File: config.mk
export PLATFORM = sky130hd
export DESIGN_NAME = fp_result_capture_flat
export DESIGN_NICKNAME = d
export VERILOG_FILES = /design/src/rtl/fp_result_capture_pkg.sv /design/src/rtl/fp_result_capture_if.sv /design/src/rtl/fp_result_capture_sync_fifo_fwft.sv /design/src/rtl/fp_result_capture.sv /design/src/flat_wrapper.sv
export SDC_FILE = /design/constraint.sdc
export NUM_CORES = 1
export LEC_CHECK = 0
export CORE_ASPECT_RATIO = 1.4
export CORE_MARGIN = 2
export CORE_UTILIZATION = 45
export DETAILED_ROUTE_END_ITERATION = 6
export PLACE_DENSITY = 0.72
export SLEW_MARGIN = 25
export SYNTH_ARGS = -nofsm -noshare
export SYNTH_HDL_FRONTEND = slang
export SYNTH_HIERARCHICAL = 1
export SYNTH_SLANG_ARGS = --single-unit
export TNS_END_PERCENT = 30
File: constraint.sdc
create_clock -name clk -period 2.7 [get_ports clk]
set_input_delay 0.54 -clock clk [delete_from_list [all_inputs] [get_ports clk]]
set_output_delay 0.54 -clock clk [all_outputs]
set_load 0.01 [all_outputs]
File: src/rtl/fp_result_capture_pkg.sv
`default_nettype none
// ============================================================================
// Module      : fp_result_capture_pkg
// Description : Shared flag indices, special encodings and FIFO entry layout
//               for the half-precision result capture stage.
// Revision    : 1.0 - initial release
// ============================================================================
package fp_result_capture_pkg;

    localparam int RESULT_W   = 16;
    localparam int FLAG_W     = 6;
    localparam int STICKY_W   = 4;
    localparam int ENTRY_W    = RESULT_W + FLAG_W;

    localparam int FLAG_NEG   = 0;
    localparam int FLAG_ZERO  = 1;
    localparam int FLAG_SUB   = 2;
    localparam int FLAG_OVF   = 3;
    localparam int FLAG_INF   = 4;
    localparam int FLAG_NAN   = 5;

    localparam int STICKY_SUB = 0;
    localparam int STICKY_OVF = 1;
    localparam int STICKY_INF = 2;
    localparam int STICKY_NAN = 3;

    localparam logic [RESULT_W-1:0] NAN_ENC = 16'h7FFF;

    typedef struct packed {
        logic [FLAG_W-1:0]   flags;
        logic [RESULT_W-1:0] r;
    } entry_t;

    function automatic logic [RESULT_W-1:0] inf_enc(input logic s);
        return {s, 5'b11111, 10'b0};
    endfunction

    function automatic logic [FLAG_W-1:0] pack_flags(
        input logic nan, input logic inf, input logic ovf,
        input logic sub, input logic zero, input logic neg);
        logic [FLAG_W-1:0] f;
        f            = '0;
        f[FLAG_NAN]  = nan;
        f[FLAG_INF]  = inf;
        f[FLAG_OVF]  = ovf;
        f[FLAG_SUB]  = sub;
        f[FLAG_ZERO] = zero;
        f[FLAG_NEG]  = neg;
        return f;
    endfunction

endpackage
`default_nettype wire

File: src/rtl/fp_result_capture_if.sv
`default_nettype none
// ============================================================================
// Module      : fp_result_capture_if
// Description : Producer/consumer handshake and status bundle of the capture stage.
// Revision    : 1.0 - initial release
// ============================================================================
interface fp_result_capture_if #(
    parameter int DEPTH     = 4,
    parameter int CNT_WIDTH = 16
);
    localparam int LVL_W = $clog2(DEPTH) + 1;

    logic                 in_valid;
    logic                 in_ready;
    logic [15:0]          in_r;
    logic                 in_negative;
    logic                 in_overflow;
    logic                 in_zero;
    logic                 in_inf;
    logic                 in_nan;
    logic                 in_subnormal;
    logic                 out_valid;
    logic                 out_ready;
    logic [15:0]          out_r;
    logic [5:0]           out_flags;
    logic [3:0]           sticky_flags;
    logic                 clear_sticky;
    logic [CNT_WIDTH-1:0] op_count;
    logic [LVL_W-1:0]     level;

    modport master (
        output in_valid, in_r, in_negative, in_overflow, in_zero, in_inf,
               in_nan, in_subnormal, out_ready, clear_sticky,
        input  in_ready, out_valid, out_r, out_flags, sticky_flags,
               op_count, level
    );

    modport slave (
        input  in_valid, in_r, in_negative, in_overflow, in_zero, in_inf,
               in_nan, in_subnormal, out_ready, clear_sticky,
        output in_ready, out_valid, out_r, out_flags, sticky_flags,
               op_count, level
    );
endinterface
`default_nettype wire

File: src/rtl/fp_result_capture_sync_fifo_fwft.sv
`default_nettype none
// ============================================================================
// Module      : sync_fifo_fwft
// Description : Synchronous first-word-fall-through FIFO, power-of-two depth.
// Revision    : 1.0 - initial release
// ============================================================================
module sync_fifo_fwft #(
    parameter int WIDTH = 22,
    parameter int DEPTH = 4
) (
    input  wire logic                       clk,
    input  wire logic                       reset,
    input  wire logic                       push_i,
    input  wire logic [WIDTH-1:0]           wdata_i,
    input  wire logic                       pop_i,
    output logic      [WIDTH-1:0]           rdata_o,
    output logic                            valid_o,
    output logic                            ready_o,
    output logic      [$clog2(DEPTH):0]     level_o
);
    localparam int PTR_W = $clog2(DEPTH);
    localparam int LVL_W = PTR_W + 1;

    logic [WIDTH-1:0] mem_q [DEPTH];
    logic [PTR_W-1:0] wr_ptr_q, wr_ptr_d;
    logic [PTR_W-1:0] rd_ptr_q, rd_ptr_d;
    logic [LVL_W-1:0] level_q, level_d;
    logic             w_full, w_empty, w_push, w_pop;

    assign w_full  = (level_q == LVL_W'(DEPTH));
    assign w_empty = (level_q == '0);
    // A full FIFO refuses the push even when the head pops in the same cycle.
    assign w_push  = push_i & ~w_full;
    assign w_pop   = pop_i & ~w_empty;

    always_comb begin
        wr_ptr_d = wr_ptr_q;
        rd_ptr_d = rd_ptr_q;
        level_d  = level_q;
        if (w_push) wr_ptr_d = wr_ptr_q + PTR_W'(1);
        if (w_pop)  rd_ptr_d = rd_ptr_q + PTR_W'(1);
        case ({w_push, w_pop})
            2'b10:   level_d = level_q + LVL_W'(1);
            2'b01:   level_d = level_q - LVL_W'(1);
            default: level_d = level_q;
        endcase
    end

    always_ff @(posedge clk) begin
        if (reset) begin
            wr_ptr_q <= '0;
            rd_ptr_q <= '0;
            level_q  <= '0;
        end else begin
            wr_ptr_q <= wr_ptr_d;
            rd_ptr_q <= rd_ptr_d;
            level_q  <= level_d;
        end
    end

    always_ff @(posedge clk) begin
        if (w_push) mem_q[wr_ptr_q] <= wdata_i;
    end

    assign rdata_o = mem_q[rd_ptr_q];
    assign valid_o = ~w_empty;
    assign ready_o = ~w_full;
    assign level_o = level_q;

endmodule
`default_nettype wire

File: src/rtl/fp_result_capture.sv
`default_nettype none
// ============================================================================
// Module      : fp_result_capture
// Description : Writeback stage queuing FP16 add/sub results with flags, plus
//               sticky exception accumulation and accepted-operation counter.
// Revision    : 1.0 - initial release
// ============================================================================
module fp_result_capture
    import fp_result_capture_pkg::*;
#(
    parameter int DEPTH     = 4,
    parameter int CNT_WIDTH = 16
) (
    input  wire logic          clk,
    input  wire logic          reset,
    fp_result_capture_if.slave bus
);
    entry_t                 w_wdata;
    entry_t                 w_rdata;
    logic                   w_push, w_pop, w_in_ready, w_out_valid;
    logic [$clog2(DEPTH):0] w_level;
    logic [STICKY_W-1:0]    sticky_q, sticky_d, w_event;
    logic [CNT_WIDTH-1:0]   count_q, count_d;

    assign w_push = bus.in_valid & w_in_ready;
    assign w_pop  = w_out_valid & bus.out_ready;

    assign w_wdata.r     = bus.in_r;
    assign w_wdata.flags = pack_flags(bus.in_nan, bus.in_inf, bus.in_overflow,
                                      bus.in_subnormal, bus.in_zero, bus.in_negative);

    sync_fifo_fwft #(
        .WIDTH (ENTRY_W),
        .DEPTH (DEPTH)
    ) u_fifo (
        .clk     (clk),
        .reset   (reset),
        .push_i  (w_push),
        .wdata_i (w_wdata),
        .pop_i   (w_pop),
        .rdata_o (w_rdata),
        .valid_o (w_out_valid),
        .ready_o (w_in_ready),
        .level_o (w_level)
    );

    always_comb begin
        w_event             = '0;
        w_event[STICKY_NAN] = bus.in_nan;
        w_event[STICKY_INF] = bus.in_inf;
        w_event[STICKY_OVF] = bus.in_overflow;
        w_event[STICKY_SUB] = bus.in_subnormal;
        // Clear is applied before OR-ing, so a same-cycle event survives it.
        sticky_d = (bus.clear_sticky ? '0 : sticky_q) | (w_push ? w_event : '0);
        count_d  = count_q + CNT_WIDTH'(w_push);
    end

    always_ff @(posedge clk) begin
        if (reset) begin
            sticky_q <= '0;
            count_q  <= '0;
        end else begin
            sticky_q <= sticky_d;
            count_q  <= count_d;
        end
    end

    assign bus.in_ready     = w_in_ready;
    assign bus.out_valid    = w_out_valid;
    assign bus.out_r        = w_rdata.r;
    assign bus.out_flags    = w_rdata.flags;
    assign bus.sticky_flags = sticky_q;
    assign bus.op_count     = count_q;
    assign bus.level        = w_level;

endmodule
`default_nettype wire
File: src/flat_wrapper.sv
// flat-port wrapper written by rule: the top's interface ports become plain ports
module fp_result_capture_flat import fp_result_capture_pkg::*;
#(
    parameter int DEPTH     = 4,
    parameter int CNT_WIDTH = 16
)
  (clk, reset, bus_in_valid, bus_in_r, bus_in_negative, bus_in_overflow, bus_in_zero, bus_in_inf, bus_in_nan, bus_in_subnormal, bus_out_ready, bus_clear_sticky, bus_in_ready, bus_out_valid, bus_out_r, bus_out_flags, bus_sticky_flags, bus_op_count, bus_level);
  fp_result_capture_if #(.DEPTH(DEPTH), .CNT_WIDTH(CNT_WIDTH)) bus_i ();
  input  wire logic clk;
  input  wire logic reset;
  input wire logic [$bits(bus_i.in_valid)-1:0] bus_in_valid;
  input wire logic [$bits(bus_i.in_r)-1:0] bus_in_r;
  input wire logic [$bits(bus_i.in_negative)-1:0] bus_in_negative;
  input wire logic [$bits(bus_i.in_overflow)-1:0] bus_in_overflow;
  input wire logic [$bits(bus_i.in_zero)-1:0] bus_in_zero;
  input wire logic [$bits(bus_i.in_inf)-1:0] bus_in_inf;
  input wire logic [$bits(bus_i.in_nan)-1:0] bus_in_nan;
  input wire logic [$bits(bus_i.in_subnormal)-1:0] bus_in_subnormal;
  input wire logic [$bits(bus_i.out_ready)-1:0] bus_out_ready;
  input wire logic [$bits(bus_i.clear_sticky)-1:0] bus_clear_sticky;
  output wire logic [$bits(bus_i.in_ready)-1:0] bus_in_ready;
  output wire logic [$bits(bus_i.out_valid)-1:0] bus_out_valid;
  output wire logic [$bits(bus_i.out_r)-1:0] bus_out_r;
  output wire logic [$bits(bus_i.out_flags)-1:0] bus_out_flags;
  output wire logic [$bits(bus_i.sticky_flags)-1:0] bus_sticky_flags;
  output wire logic [$bits(bus_i.op_count)-1:0] bus_op_count;
  output wire logic [$bits(bus_i.level)-1:0] bus_level;
  assign bus_i.in_valid = bus_in_valid;
  assign bus_i.in_r = bus_in_r;
  assign bus_i.in_negative = bus_in_negative;
  assign bus_i.in_overflow = bus_in_overflow;
  assign bus_i.in_zero = bus_in_zero;
  assign bus_i.in_inf = bus_in_inf;
  assign bus_i.in_nan = bus_in_nan;
  assign bus_i.in_subnormal = bus_in_subnormal;
  assign bus_i.out_ready = bus_out_ready;
  assign bus_i.clear_sticky = bus_clear_sticky;
  assign bus_in_ready = bus_i.in_ready;
  assign bus_out_valid = bus_i.out_valid;
  assign bus_out_r = bus_i.out_r;
  assign bus_out_flags = bus_i.out_flags;
  assign bus_sticky_flags = bus_i.sticky_flags;
  assign bus_op_count = bus_i.op_count;
  assign bus_level = bus_i.level;
  fp_result_capture #(.DEPTH(DEPTH), .CNT_WIDTH(CNT_WIDTH)) u_core (.clk(clk), .reset(reset), .bus(bus_i));
endmodule
## Word level (Yosys, flattened, before mapping)

Memory sizes are Yosys's and may differ from the RTL's. A register that Yosys moved wholly into a read port is not among the register bits.
Index checks and enable logic that the tools add are counted.

| storage, ports and cells | value |
|---|---|
| bits in registers | 27 |
| memory bits (writable) | 88 |
| input port bits | 27 |
| output and inout bits | 47 |
| logic and storage cells | 30 |
| memories | 1 |

Memory list:

| memory | words | bits a word | read ports | clocked after Yosys merged registers in | wr ports | line | RTL |
|---|---|---|---|---|---|---|---|
| u_core.u_fifo.mem_q | 4 | 22 | 1 | 1 | 1 | fp_result_capture_sync_fifo_fwft.sv:24 | `logic [WIDTH-1:0] mem_q [DEPTH];` |

| operators by class | value |
|---|---|
| add/subtract/negate cells | 5 |
| eq/ne operators | 3 |
| muxes and demuxes | 7 |
| bitwise logic cells | 7 |
| reductions and logical operators | 2 |

Operator list:

| cell | number |
|---|---|
| 16-bit by 1-bit adder with 16-bit output | 1 |
| 4-bit two-way mux | 2 |
| 3-bit case mux with 2 select lines | 1 |
| 2-bit by 1-bit adder with 2-bit output (second input constant) | 2 |
| 1-bit AND | 4 |
| 2-bit two-way mux | 2 |
| 4-bit bitwise OR | 1 |
| 3-bit by 1-bit adder with 3-bit output (second input constant) | 1 |
| 3-bit equality test (second input constant) | 1 |
| 3-bit zero test | 1 |
| 3-bit by 1-bit subtractor with 3-bit output (second input constant) | 1 |
| 2-bit by 1-bit equality test with 1-bit output (second input constant) | 1 |
| 2-bit equality test (second input constant) | 1 |
| 1-bit two-way mux | 2 |
| 1-bit inverter | 2 |
| 2-bit nonzero test | 1 |

## Logic depth before layout (Yosys ltp)

| depth | value |
|---|---|
| depth after elaboration | 6 |
| mapped depth | 12 |

## Cells and area by module

The synthesis kept the hierarchy.

Modules (own cells, without submodules):

| module | instances | cells an instance | area each (sq um) | seq. area each (sq um) |
|---|---|---|---|---|
| sync_fifo_fwft | 1 | 166 | 3664.8 | 2822.7 |
| fp_result_capture | 1 | 98 | 865.8 | 400.4 |

## Worst setup path after synthesis

No wires, ideal clock.

| path | value |
|---|---|
| path type | register to register |
| from | register u_core.u_fifo.level_q[1] (netlist: u_core/u_fifo/level_o[1]) |
| to | register u_core.u_fifo.level_q[2] (netlist: u_core/u_fifo/level_o[2]) |
| library setup time | 0.070 ns |
| arrival | 2.367 ns |
| setup slack | 0.263 ns |
| cell stages (with the launch flop) | 13 |
| period minus slack after synthesis | 2.437 ns |
| cells stage by stage | dfxtp_1 nor2_2 nand2_1 and2_1 clkbuf_1 a21boi_4 inv_1 ha_1 inv_1 fa_1 xor2_1 or3_1 a21oi_1 |

| between the ends | value |
|---|---|
| word-level cells in the longest chain between the ends | 6 |
| elaborated cells between the ends (all ways) | 14 |
| classes of those cells | add/sub: 2; eq/ne: 3; mux: 1; bitwise: 6; reduce/logical: 2 |

RTL lines:

| item | line | RTL |
|---|---|---|
| start: declaration | fp_result_capture_sync_fifo_fwft.sv:27 | `logic [LVL_W-1:0] level_q, level_d;` |
| start signal: assignment | fp_result_capture_sync_fifo_fwft.sv:57 | `level_q <= level_d;` |
| 3-bit equality test (*) | fp_result_capture_sync_fifo_fwft.sv:30 | `assign w_full = (level_q == LVL_W'(DEPTH));` |
| 1-bit inverter (*) | fp_result_capture_sync_fifo_fwft.sv:67 | `assign ready_o = ~w_full;` |
| named net bus_in_ready | flat_wrapper.sv:21 | `output wire logic [$bits(bus_i.in_ready)-1:0] bus_in_ready;` |
| 1-bit AND (*) | fp_result_capture.sv:25 | `assign w_push = bus.in_valid & w_in_ready;` |
| named net u_core.w_push | fp_result_capture.sv:20 | `logic w_push, w_pop, w_in_ready, w_out_valid;` |
| 1-bit AND (*) | fp_result_capture_sync_fifo_fwft.sv:33 | `assign w_push = push_i & ~w_full;` |
| 2-bit by 1-bit equality test with 1-bit output / 2-bit equality test (equally long branches) | fp_result_capture_sync_fifo_fwft.sv:42 | `case ({w_push, w_pop})` |
| 3-bit case mux with 2 select lines / 2-bit nonzero test (equally long branches) | n/a |  |

Mark *: on every way through the listed nets, which the timed path passes. The rest lies on a longest branch.
A chain may end at the register's enable or synchronous reset.

==> results.cfg <==
[power_and_ir_drop]
powerDensity_nw_per_um2 = 896
p_sw_share_pct = 23.6
power_mw = 5.49
p_sw_mw = 1.30
power_frac_comb_pct = 19.3
p_leak_nw = 2.06
pwr-share-clk_pct = 39.9
internal_power_mw = 4.19
p_seq_share_pct = 40.9
peakVddDrop_v = 0.000451

[sta]
worst_pin_slew_ps = 358
finalSetupViolCount = 0
final.setup.tns_ps = 0
grt_setup_unrepaired = no
slew_violations = 0
skew_ps = 6.84
period_share_pct = 96.6
setup_slack_ps = 92.9
slew_headroom_pct = 76.1
fin_crit_ps = 2610
finalHoldViolations = 0
timing.fmax_mhz = 384

[route]
drt_pass1_iterations = 4
wl_per_cell_um = 16.0
wl_um = 8070
antenna_left = 0
via_per_inst = 5.01
drc_errors = 0
vias = 2532
drtIter0Drc = 122

[setup_path]
crit_arrival_ps = 2070
crit_path_start_kind = register
cp_top_family = buffers and inverters
crit_required_ps = 2160
critical_path_buf_inv_count = 2
crit_chain = clkbuf_16 -> mux4_2 -> clkdlybuf4s50_1
critical-path-slowest-cell = mux4_2
criticalPathCategory = register to primary output
end_kind = primary output
timing.rr.start = u_core/u_fifo/level_o[1]$_SDFFE_PP0P_
critical_path.max_fanout = 9
cp_slowest_stage_delay_ps = 500

[synth]
syn_area_per_cell_um2 = 17.2
synth_nets = 299
syn_area_um2 = 4530
yosysSeqAreaShare_pct = 71.1
synth_enable_flop_cells = 88
yosys.area_share.simple_pct = 7.90
synth_xor_xnor_area_share_pct = 2.90
synth_mux_area_share_pct = 11.6
async_reset_ff_share_pct = 0
synth_cells = 264
ys_warn_count = 6
yosys.area_share.adder_pct = 2.38
synth_compound_area_share_pct = 2.29
synthDistinctLibCells = 37
synth_most_common_cell = edfxtp_1
yosys-top-cells-count = edfxtp_1, dfxtp_1, nor2_1
synth-main-ff-cell = edfxtp_1
synth_top_area_share_pct = 58.3
synth_top_area_cell = edfxtp_1
synth_top_family_by_area = multiplexers
synth_seq_cells = 117
synthTopCellsByArea = edfxtp_1, dfxtp_1, mux4_2, ha_1, nor2_1

[hold_path]
hp-start = u_core/bus.op_count[15]$_SDFF_PP0_
hp-class = register to register

[clock_network]
worst_skew_pair.late_latency_ps = 400
clk_pin_slew_ps = 50
clockBufferDepth = 2
clock_sinks = 117
cts_tree = yes
ctsRootBufferMaster = clkbuf_16
cts_buffers = 17
htreeDepth = 4
cts_setup_buffers = 0

[final_layout]
nNetsFinal = 392
antenna_cells = 0
drive_gt1_share_pct = 17.6
area_growth_pct = 35.3

[placed_design]
portBuffers = 73
place_ws_ps = 63.0
place.gp.congestion = 0.773
dp_hpwl_um = 5020

[global_routing]
grt_pass1_vias = 2607
grt_max_degree = 23
grt_overflow = 0
antenna_found_initial = 0
grt_pass1_wl_um = 12500
grt_usage_pct = 15.6

[die]
dieArea_um2 = 10900
die_width_um = 88.8
io_pins = 74
fp.dieH_um = 123
core_um2 = 9850
start_util_pct = 46.0
rows = 43

[status]
run_status = finished, final reports clean

[job]
maxCapViolCount = 0
-- final timing paths --
| check | cells after the start | end | slack (ps) |
|---|---|---|---|
| setup / recovery | 3 | bus_out_r[9] | 90 |
| hold reg to reg | 2 | u_core/bus.op_count[15]$_SDFF_PP0_ | 500 |
| setup reg to reg | 11 | u_core/u_fifo/level_o[2]$_SDFFE_PP0P_ | 380 |
| hold / removal | 2 | u_core/bus.op_count[15]$_SDFF_PP0_ | 500 |
-- worst min-delay path: stages, from the launching register on --
cell,delay [ps]
dfxtp_1,320
o21ai_0,70
a21oi_1,60
-- layout by cell type (no fill, tap or decap), types with 2 or more instances in the layout --
cell | synthesis | routed
a21oi_1 | 9 | 9
and2_1 | 6 | 6
and4_1 | 2 | 2
buf_12 | 0 | 5
buf_4 | 0 | 5
bufinv_16 | 0 | 3
clkbuf_16 | 0 | 18
clkdlybuf4s50_1 | 0 | 73
clkinv_1 | 0 | 4
clkinv_2 | 0 | 2
clkinvlp_4 | 0 | 4
dfxtp_1 | 29 | 28
edfxtp_1 | 88 | 88
ha_1 | 7 | 7
inv_1 | 7 | 7
mux4_1 | 2 | 2
mux4_2 | 20 | 20
nand2_1 | 5 | 5
nand2b_1 | 2 | 2
nand3_1 | 5 | 5
nand4_1 | 4 | 4
nor2_1 | 23 | 23
nor2b_1 | 6 | 6
nor3_1 | 2 | 2
o21ai_0 | 3 | 3
or3_1 | 5 | 5
xnor2_1 | 7 | 7
xor2_1 | 8 | 8
-- timing repair --
action	in CTS	in global routing
resized for setup	1	0
hold buffers	0	0
cloned	0	1
endpoints found under the setup margin	15	5
-- through the flow --
| stage | util (%) | area (µm²) | hold slack [ps] | std cells |
|---|---|---|---|---|
| 2_1_floorplan | - | 4530 | 482 | 264 |
| 4_1_cts | 62.0 | 6100 | 498 | 504 |
| 3_5_place_dp | 56.0 | 5510 | 488 | 472 |
| 5_1_grt | 62.2 | 6130 | 527 | 505 |
| 3_3_place_gp | 56.0 | 5510 | 478 | 472 |
| 6_report | 62.2 | 6130 | 495 | 505 |
-- flip-flops by register name, indices dropped and copies added, names as in the netlist, named ones only --
signal / cells
u_core/u_fifo/level_o: 3
u_core/bus.op_count: 16
u_core/u_fifo/wr_ptr_q: 2
u_core/bus.sticky_flags: 4
u_core/u_fifo/rd_ptr_q: 2
u_core/u_fifo/mem_q: 88
-- cell type report --
| cell class | instances | area, µm² |
|---|---|---|
| repair buffers | 84 | 893 |
| flip-flops and latches | 117 | 3230 |
| well taps | 135 | 169 |
| clock inverters | 15 | 163 |
| inverters | 7 | 26.3 |
| multi-input cells | 130 | 1220 |
| fillers | 750 | 3720 |
| clock buffers | 17 | 425 |
-- cells by family (layout without fill, tap and decap cells) --
logic type      count (synthesis)  count (layout)
xor+xnor                       15              15
fa+ha+maj                       8               8
mux                            24              24
buf+inv                        17             123
compound gates                 16              16
simple gates                   67              67
flops                         117             117
-- power groups by stage --
stage,combinational [mW],sequential (mW),clock [mW]
after floorplan,0.555,2.25,0
after global placement,1.05,2.26,0
after detailed placement,1.06,2.27,0
after CTS,1.06,2.24,2.23
after global routing,1.15,2.27,2.32
final,1.06,2.24,2.19
-- layer usage --
metal  GRT usage, %  vias up  wire length, µm
met5              0        -                0
met4           6.25        0               72
met3           5.18        7              425
met2           25.4       80             4040
met1           19.0     1244             3520
li1               -     1201                -
(Power assumes the default switching activity.)
